[src/rtl/led_fade.sv]
// PWM fade stage for the chaser LEDs: each channel's duty ramps toward full-on or
// full-off one step per prescaler tick, and a free-running PWM counter modulates the drive.

module led_fade_lane #(
    parameter int PWM_BITS = 8
) (
    input  logic                clk,
    input  logic                rst,
    input  logic                on,
    input  logic                fade_en,
    input  logic                tick,
    input  logic [PWM_BITS-1:0] pwm_cnt,
    output logic                drive,
    output logic                diff
);
    localparam logic [PWM_BITS-1:0] MAX = {PWM_BITS{1'b1}};

    logic [PWM_BITS-1:0] duty;
    logic [PWM_BITS-1:0] tgt;

    assign tgt  = on ? MAX : '0;
    assign diff = (duty != tgt);

    always_ff @(posedge clk or posedge rst) begin
        if (rst) begin
            duty  <= '0;
            drive <= 1'b0;
        end else begin
            if (!fade_en) begin
                duty <= tgt;
            end else if (tick) begin
                // saturating walk toward the target; reversal just changes direction
                if (on && duty != MAX)
                    duty <= duty + PWM_BITS'(1);
                else if (!on && duty != '0)
                    duty <= duty - PWM_BITS'(1);
            end
            // full scale forced high so the pwm_cnt==MAX slot does not drop out
            drive <= (duty == MAX) | (pwm_cnt < duty);
        end
    end
endmodule

module led_fade #(
    parameter int PWM_BITS = 8,
    parameter int STEP_DIV = 195_312
) (
    input  logic       clk,
    input  logic       rst,
    input  logic [3:0] led_in,
    input  logic       fade_en,
    output logic [3:0] led_out,
    output logic       busy
);
    localparam int NUM_LANES = 4;
    localparam int SW        = (STEP_DIV > 1) ? $clog2(STEP_DIV) : 1;
    localparam logic [SW-1:0] STEP_LAST = SW'(STEP_DIV - 1);

    logic [NUM_LANES-1:0] led_q;
    logic [NUM_LANES-1:0] diff;
    logic [SW-1:0]        step_cnt;
    logic [PWM_BITS-1:0]  pwm_cnt;
    logic                 tick;

    assign tick = (step_cnt == STEP_LAST);
    assign busy = |diff;

    always_ff @(posedge clk or posedge rst) begin
        if (rst) begin
            led_q    <= '0;
            step_cnt <= '0;
            pwm_cnt  <= '0;
        end else begin
            led_q    <= led_in;
            step_cnt <= tick ? '0 : step_cnt + SW'(1);
            pwm_cnt  <= pwm_cnt + PWM_BITS'(1);
        end
    end

    for (genvar i = 0; i < NUM_LANES; i++) begin : g_lane
        led_fade_lane #(
            .PWM_BITS(PWM_BITS)
        ) u_lane (
            .clk    (clk),
            .rst    (rst),
            .on     (led_q[i]),
            .fade_en(fade_en),
            .tick   (tick),
            .pwm_cnt(pwm_cnt),
            .drive  (led_out[i]),
            .diff   (diff[i])
        );
    end
endmodule

[config.mk]
export PLATFORM = sky130hd
export DESIGN_NAME = led_fade
export DESIGN_NICKNAME = d
export VERILOG_FILES = /design/src/rtl/led_fade.sv
export SDC_FILE = /design/constraint.sdc
export NUM_CORES = 1
export LEC_CHECK = 0
export ABC_AREA = 1
export BUFFER_PORTS_ARGS = -buffer_cell sky130_fd_sc_hd__buf_2
export CAP_MARGIN = 15
export CORE_MARGIN = 2
export CORE_UTILIZATION = 30
export DETAILED_ROUTE_END_ITERATION = 10
export SYNTH_ARGS = -nofsm -noshare
export SYNTH_HDL_FRONTEND = slang
export SYNTH_SLANG_ARGS = --single-unit
[constraint.sdc]
create_clock -name clk -period 2.3 [get_ports clk]
set_clock_uncertainty 0.15 [all_clocks]
set_input_delay 0.46 -clock clk [delete_from_list [all_inputs] [get_ports clk]]
set_output_delay 0.46 -clock clk [all_outputs]
set_load 0.01 [all_outputs]
==> flow_results.org, run 1 <==
** Status
- Status :: finished, violations left
- The checks that failed: negative setup slack.

** Global routing
- Wire length of the first global-routing pass :: approximately 21000 µm
- The number of antenna violations at the first check in global routing came to 0.
- Entering global routing, the biggest net connects 32 pins.
- Number of global-route vias before repair :: 4495
- Global routing used about 14% of the available tracks across all layers.
- Global route overflow :: 0

** Layout
- Fraction of layout cells with a size suffix above 1 :: between 20% and 30%
- Footprint of the multi-input gates :: 0.00337 mm²
- Number of fillers in the final layout :: ~1.8k
- Summing all flip-flop and latch instances after layout gives about 0.0017 mm².
- At the end of the flow, the number of nets in the layout was between 800 and 900.
- At the end of the flow the core is filled with cells to between 30% and 40%.
- The area growth from synthesis to layout is 25.7%.
- Diodes inserted :: 0
- Summing all non-filler instances in the final layout gives an area of around 0.0066 mm².
- The finished layout holds around 1k standard cells, fillers aside.

** Critical path
- Required time at the worst-slack endpoint :: 1690 ps
- Start point of the critical path :: g_lane[2].u_lane.duty[4]$_DFFE_PP0P_
- Data arrival time of the critical path :: roughly 1700 ps
- The startpoint identified for the worst register-to-register timing path is g_lane[0].u_lane.duty[6]$_DFFE_PP0P_.
- STA classifies the critical path endpoint as an output port.
- FF-to-FF path depth :: 16
- In this run the critical register-to-register path is captured at g_lane[0].u_lane.duty[6]$_DFFE_PP0P_.
- The critical path is of the reg -> out type.
- STA classifies the critical path startpoint as a flip-flop.
- Max Fanout on Critical Path :: 4
- In this run the register-to-register setup slack is ~80 ps.
- In this run the worst setup path terminates at busy.

** Timing
- The number of failing hold endpoints at the final stage is 0.
- Post-layout minimum cycle time :: about 2300 ps
- Headroom to the max-slew limit came out at between 60% and 70%.
- After routing, the total negative slack on setup checks comes to -49.5 ps.
- The max-slew violation count is 0.
- For the pin with the worst max-slew slack, the measured transition is ~470 ps.
- Setup violators final :: 1
- Upper clock frequency limit :: between 400 and 500 MHz
- After layout, the worst setup slack is -49.5 ps.
- Unrepaired setup endpoints after global routing :: yes
- Share of the cycle needed by the critical path after routing :: 102%

** Synthesis
- Number of nets produced by synthesis :: 781
- Summing every instance area after synthesis gives about 0.0053 mm².
- After synthesis the netlist holds a flip-flop and latch count of 66.
- In this run, synthesis inferred 0 flip-flops with an integrated enable.
- Synth async-reset ratio :: 100%
- For this run, the number of Yosys warnings is 0.
- Post-Synthesis Cells :: a little over 700
- Among all flip-flop cells after synthesis, the most frequent one is dfrtp_1.
- In this run, distinct cell masters in the synthesized netlist total 35.
- Syn Area/Cell :: around 7.4 µm²
- Sequential elements use between 30% and 40% of the synthesized area.

** Place
- The count of buffers added on input and output ports is 11.
- Post-detail-place hpwl :: about 9400 µm
- Routability Congestion :: ~0.86
- Placed cell areas :: between 0.005 and 0.006 mm²
- Once placement completed, the tool counted placed cells totaling 988.

** Power
- Of the total power, the clock network draws a little under a third.
- Net Sw Power :: between 1 and 1.5 mW
- For this design the ratio of total power to cell area is around 620 mW/mm².
- Net Sw Frac :: 34.0%
- Combinational logic is responsible for around 36% of the overall power.
- Worst supply voltage drop on vdd :: approximately 360 µV
- The design draws about 4.1 mW.
- Cell-internal power :: about 2.7 mW
- In this run, flip-flops and latches consume ~32% of the power.
- In this run the static leakage power is approximately 3.4 nW.

** CTS
- TritonCTS built the clock tree.
- Clock-pin slew was measured on the worst setup and hold paths at approximately 60 ps.
- The H-tree was split into 3 levels.
- Inserted Clock Buffers :: 9
- CTS Root Cell :: clkbuf_16
- Clock latency at the later pin of the worst-skew pair :: between 300 and 400 ps
- CTS sink count :: 66
- No sink is reached through more buffers than the 2 on the longest clock path.

** Detailed routing
- Using the TritonRoute via totals, the vias-per-cell ratio works out to about 4.6.
- Total DRC errors in the routed layout :: 0
- Average wire per standard cell :: about 12 µm
- The routed layout has roughly 4.7k vias.
- In this run the remaining antenna-violating nets after routing total 0.
- Detailed-route wire length :: approximately 13000 µm
- Initial DRC Count :: ~210
- Before antenna repair, the detailed router went through 4 iterations.

** Floorplanning
- The initialized floorplan defines 48 standard-cell rows.
- Die height :: about 140 µm
- Horiz. Die Dim :: around 140 µm
- In this run the standard cell core region covers 0.0172 mm².
- Once the floorplan was initialized, standard cells occupied between 30 and 40% of the core.
- Number of placed I/O pins :: 12
- The floorplan step defined a die boundary enclosing about 0.019 mm².

** Hold path
- The min-delay analysis places its worst path in the category in -> reg.

** Run
- Max-cap violations in this run came to 0.
## final cells by class
cell class | count | share of cell area [%]
timing repair buffer | 80 | 9.73
multi-input combinational | 538 | 51.0
inverter | 100 | 5.87
tap | 225 | 4.26
clock buffer | 12 | 3.88
clock inverter | 3 | 0.227
sequential | 66 | 25.0
## logic make-up after synthesis
family / Yosys count / share of synthesized area, %
flops: 66 / 31.4
fa+ha+maj: 62 / 15.3
buf+inv: 108 / 8.50
xor+xnor: 24 / 4.00
simple gates: 362 / 31.3
compound gates: 90 / 9.50
## stage by stage
stage	hold slack [ps]	worst slack, ps
4_1_cts	62.0	-161
3_3_place_gp	367	64.9
5_1_grt	69.6	-175
6_report	73.8	-49.5
3_5_place_dp	355	38.6
2_1_floorplan	329	35.2
## worst min-delay path by stage
stage                                     from              endpoint  slack, ps  cells after the start
after floorplan           pwm_cnt[0]$_DFF_PP0_  pwm_cnt[0]$_DFF_PP0_        330                      1
after global placement                     rst    led_q[2]$_DFF_PP0_        370                      2
after detailed placement                   rst    led_q[2]$_DFF_PP0_        350                      2
after CTS                            led_in[1]    led_q[1]$_DFF_PP0_         60                      1
after global routing                 led_in[3]    led_q[3]$_DFF_PP0_         70                      1
final                                led_in[1]    led_q[1]$_DFF_PP0_         70                      1
## power by group through the flow
stage               registers (mW)  clock network [mW]  logic, mW
finish                        1.33                1.29       1.50
global route                  1.35                1.36       1.71
CTS                           1.33                1.31       1.35
detailed placement            1.35                   0       1.30
global placement              1.34                   0       1.29
floorplan                     1.37                   0      0.893
## cell usage after synthesis, types with 12 or more instances
master     n  share of area [%]
dfrtp_1   66                 31
a21oi_1   40                3.8
xnor2_1   12                2.0
inv_1     96                6.9
nand3_1   67                6.4
xor2_1    12                2.0
ha_1      58                 14
nor3_1    12                1.1
nand2_1  182                 13
nor2_1    55                3.9
nand4_1   18                2.1
o21ai_0   34                3.2
## state kept, by name (all words and copies together), names as in the netlist
signal,cells
pwm_cnt,8
step_cnt,18
g_lane.u_lane.duty,32
g_lane.u_lane.drive,4
led_q,4
## worst max-delay path, cell delays in order, from the launching register on
cell     delay, ps
dfrtp_1        410
nor2_1         150
nand3_2         90
o21ai_2        190
nand2_2        100
nor3_4         210
nand3_2        110
buf_6          140
## what timing repair did
item,in CTS,in global routing
hold buffers,1,0
pin swaps,7,24
hold endpoints to repair,16,0
resized for setup,13,62
setup endpoints to repair,1,19
buffers inserted,6,14
## cell usage in the layout (no fill, tap or decap), drive strengths merged, types with 2 or more instances in the layout
cell type  Yosys  final
nand2        197    197
inv          100    100
buf            6     79
nand3         70     70
dfrtp         66     66
nor2          62     62
ha            58     58
a21oi         42     42
o21ai         39     39
nand4         18     18
xor2          12     12
xnor2         12     12
nor3          12     12
clkbuf         2     12
o21a           4      4
fa             4      4
clkinv         0      3
or2            2      2
## routing by layer
layer / vias to the layer above / track usage, % / part of all wire [%]
met5: - / 0 / 0
met4: 0 / 5.44 / 1.8
met3: 16 / 2.65 / 3.0
met2: 50 / 22.2 / 45
met1: 2199 / 19.6 / 50
li1: 2479 / - / -
(Power assumes the default switching activity.)
==> run 2: changes to the inputs <==
--- a/config.mk
+++ b/config.mk
@@ -9,8 +9,9 @@
 export BUFFER_PORTS_ARGS = -buffer_cell sky130_fd_sc_hd__buf_2
 export CAP_MARGIN = 15
 export CORE_MARGIN = 2
-export CORE_UTILIZATION = 30
+export CORE_UTILIZATION = 55
 export DETAILED_ROUTE_END_ITERATION = 10
+export PLACE_DENSITY = 0.74
 export SYNTH_ARGS = -nofsm -noshare
 export SYNTH_HDL_FRONTEND = slang
 export SYNTH_SLANG_ARGS = --single-unit
==> run 2 against run 1 <==
Against the previous run:
- the flow finishes with violations (negative hold slack, negative setup slack)
- critical path depth rose by 1
- worst setup slack worse by 150 ps
- core utilization increased by 34 points
- global-route usage up 13 points
- hold slack lost 75 ps
- total power decreased by 4.8%
- non-clock buffer count increased by 14
- via count up 11%
- combinational power up 12%
- first-iteration DRC count is 18% higher
- largest power group unchanged
- highest routed layer unchanged
==> flow_results.org, run 2 (synthesized netlist as in run 1, its figures left out) <==
** Status
- Status :: finished, violations left
- Violations in the final reports :: negative hold slack, negative setup slack

** Layout
- Storage element area :: 0.00165 mm² (about the same)
- The final layout net count is 879 (+1.7%).
- Commonest non-fill, non-tap cell in the layout :: nand2_1
- Diodes inserted :: 0 (unchanged)
- Max reg flops :: 32 (unchanged)
- The fill cell total of the finished layout came to 699 (-61%).
- Footprint of the multi-input gates :: 0.00351 mm² (+4.1%)
- Commonest cells after routing, fill and taps aside :: nand2_1, inv_1, buf_4
- The number of non-filler instances in the completed layout is 944 (-7.8%).
- Layout-stage area growth over the synthesis result :: 26.4%
- Register ranked first by flip-flop count :: g_lane.u_lane.duty
- Final non-filler cell area :: 0.00665 mm² (+0.55%)
- Fraction of layout cells with a size suffix above 1 :: 25.5% (+3.1 points)
- The largest registers in the layout are g_lane.u_lane.duty: 32 flops, step_cnt: 18 flops, pwm_cnt: 8 flops.

** Place
- The quantity of I/O buffers inserted on ports came to 11 (unchanged).
- The post-placement cell count was 875 (-11%).
- Post-detail-place hpwl :: 9470 µm (+1.2%)
- The placed instance area is 0.00566 mm² (-4.0%).
- The routability-driven placement congestion ratio is 0.900 (+4.7%).

** Power
- The worst-case vdd ir drop came to 341 µV (-6.2%).
- The portion of total power attributed to the clock network is 22.8% (-8.4 points).
- The net switching power of the design was 1.51 mW (+7.6%).
- Combinational share of power :: 42.9% (+6.5 points)
- Cell-internal power :: 2.42 mW (-11%)
- Sequential Power Share :: 34.3% (+1.9 points)
- The switching power share of the total is 38.4% (+4.4 points).
- LEAKAGE :: 3.39 nW (+0.86%)
- Total design power :: 3.92 mW (-4.8%)
- Power density normalized to cell area :: 591 mW/mm² (-5.3%)

** Floorplanning
- Number of placed I/O pins :: 12 (unchanged)
- The floorplan core area is 0.00924 mm² (-46%).
- Count of standard-cell rows :: 35 (-27%)
- Die area :: 0.0104 mm² (-44%)
- Die height :: 102 µm (-25%)
- Horiz. Die Dim :: 102 µm (-25%)
- Initial Util :: 56.9% (+26 points)

** Timing
- The final-report setup violation count was 3 (+2).
- The minimum period implied by the final worst setup slack was 2500 ps (+149 ps).
- Upper clock frequency limit :: 400 MHz (-6.0%)
- Setup repair after global routing could not meet its margin everywhere.
- Setup slack after layout :: -199 ps (-149 ps)
- The max-slew violation count came to 0 (unchanged).
- Slew headroom :: 62.0% (-6.7 points)
- Total Neg Setup Slack :: -266 ps (-216 ps)
- The number of failing hold endpoints at the final stage is 3 (+3).
- Slew at the pin closest to its max-slew limit :: 569 ps (+99.7 ps)
- The worst hold slack is -0.817 ps (-74.6 ps).
- The post-route clock period utilization came to 109% (+6.5 points).

** CTS
- Count of hold-fix buffers inserted at cts :: 0 (-1)
- CTS sink count :: 66 (unchanged)
- The maximum number of buffers from clock root to sink was 2 (unchanged).
- Clock latency at the later pin of the worst-skew pair :: 360 ps (+20 ps)
- CTS tree :: done
- Clock-pin slew on the worst setup and hold paths :: 90 ps (+30 ps)
- The H-tree depth reported by CTS is 3 (unchanged).
- In this run the clock root is driven by a clkbuf_8.
- Inserted Clock Buffers :: 9 (unchanged)

** Critical path
- The signal arrival time at the worst endpoint was 1890 ps (+150 ps).
- Reg2Reg Setup Slack :: -40 ps (-120 ps)
- STA classifies the critical path startpoint as a flip-flop.
- The worst setup path is of the reg -> out kind.
- Max Fanout on Critical Path :: 2 (-2)
- Required time at the worst-slack endpoint :: 1690 ps (about the same)
- Critical Path Sink Type :: output port

** Detailed routing
- Antenna-violating nets left :: 0 (unchanged)
- Total DRC errors in the routed layout :: 0 (unchanged)
- Via count :: 5289 (+11%)
- First-pass detailed-route iteration total :: 5 (+1)
- The post-detailed-routing wire length was 14400 µm (+14%).
- Initial DRC Count :: 250 (+18%)
- Average wire per standard cell :: 15.3 µm (+24%)
- Via density per instance :: 5.60 (+21%)

** Global routing
- GRT Overall Usage :: 27.3% (+13 points)
- Number of global-route vias before repair :: 4945 (+10%)
- The total global routing overflow came to 0 (unchanged).
- The largest net degree at the start of global routing came to 25 (-22%).
- The global-route wire length before repair is 22400 µm (+5.4%).
- The number of antenna violations at the first check in global routing is 0 (unchanged).

** Run
- Maxcap violations :: 0 (unchanged)

** Hold path
- The tightest min-delay check is of the in -> async type.
-- run 2: cell count changes in the layout (fill, tap and decap cells not counted), sizes merged --
cell / before / now
buf: 79 / 94
clkbuf: 12 / 9
clkinv: 3 / 4
clkinvlp: 0 / 3
dlygate4sd3: 1 / 0
nand2: 197 / 198
-- run 2: worst max-delay path, cell delays in order, from the launching register on --
cell	delay, ps
dfrtp_1	410
inv_2	90
buf_6	100
nand4_1	120
o21bai_1	270
nand2_1	140
nor3_2	140
nand3_1	100
buf_2	150
-- run 2: cell type report --
type | instances | area share, %
Clock buffer | 9 | 1.86
Clock inverter | 7 | 0.697
Inverter | 100 | 5.72
Multi-Input combinational cell | 539 | 52.9
Sequential cell | 66 | 24.9
Tap cell | 129 | 2.43
Timing Repair Buffer | 94 | 11.6
-- run 2: metal layers --
metal  track usage, %  vias up  routed length [µm]
met5                0        -                   0
met4             13.0        0                 641
met3             4.21       65                 749
met2             47.0      221                7060
met1             33.3     2486                5970
li1                 -     2517                   -
-- run 2: power by group through the flow --
| stage | clock (mW) | combinational (mW) | sequential, mW |
|---|---|---|---|
| finish | 0.894 | 1.68 | 1.35 |
| detailed placement | 0 | 1.25 | 1.36 |
| global placement | 0 | 1.19 | 1.36 |
| floorplan | 0 | 0.893 | 1.37 |
| global route | 0.946 | 1.86 | 1.36 |
| CTS | 0.894 | 1.37 | 1.34 |
-- run 2: worst paths after layout --
path                                                 startpoint                              endpoint  cells past startpoint
max                        g_lane[0].u_lane.duty[7]$_DFFE_PP0P_                                  busy                      8
max in group asynchronous                                   rst  g_lane[1].u_lane.duty[4]$_DFFE_PP0P_                      3
min reg2reg                               step_cnt[0]$_DFF_PP0_                 step_cnt[0]$_DFF_PP0_                      1
min in group clk                                      led_in[1]                    led_q[1]$_DFF_PP0_                      1
max reg2reg                g_lane[0].u_lane.duty[7]$_DFFE_PP0P_  g_lane[0].u_lane.duty[3]$_DFFE_PP0P_                     13
min                                                         rst                step_cnt[15]$_DFF_PP0_                      2
-- run 2: stage by stage --
step / utilization (%) / worst slack, ps
finish: 71.9 / -199
global route: 71.9 / -234
CTS: 66.4 / -62.1
detailed placement: 61.3 / 8.93
global placement: 61.3 / 82.5
floorplan: - / 35.2
-- run 2: timing repair --
action | in CTS | in global routing
pin swaps | 12 | 32
buffers inserted | 34 | 20
endpoints found under the setup margin | 3 | 24
cloned | 0 | 1
resized for setup | 23 | 72
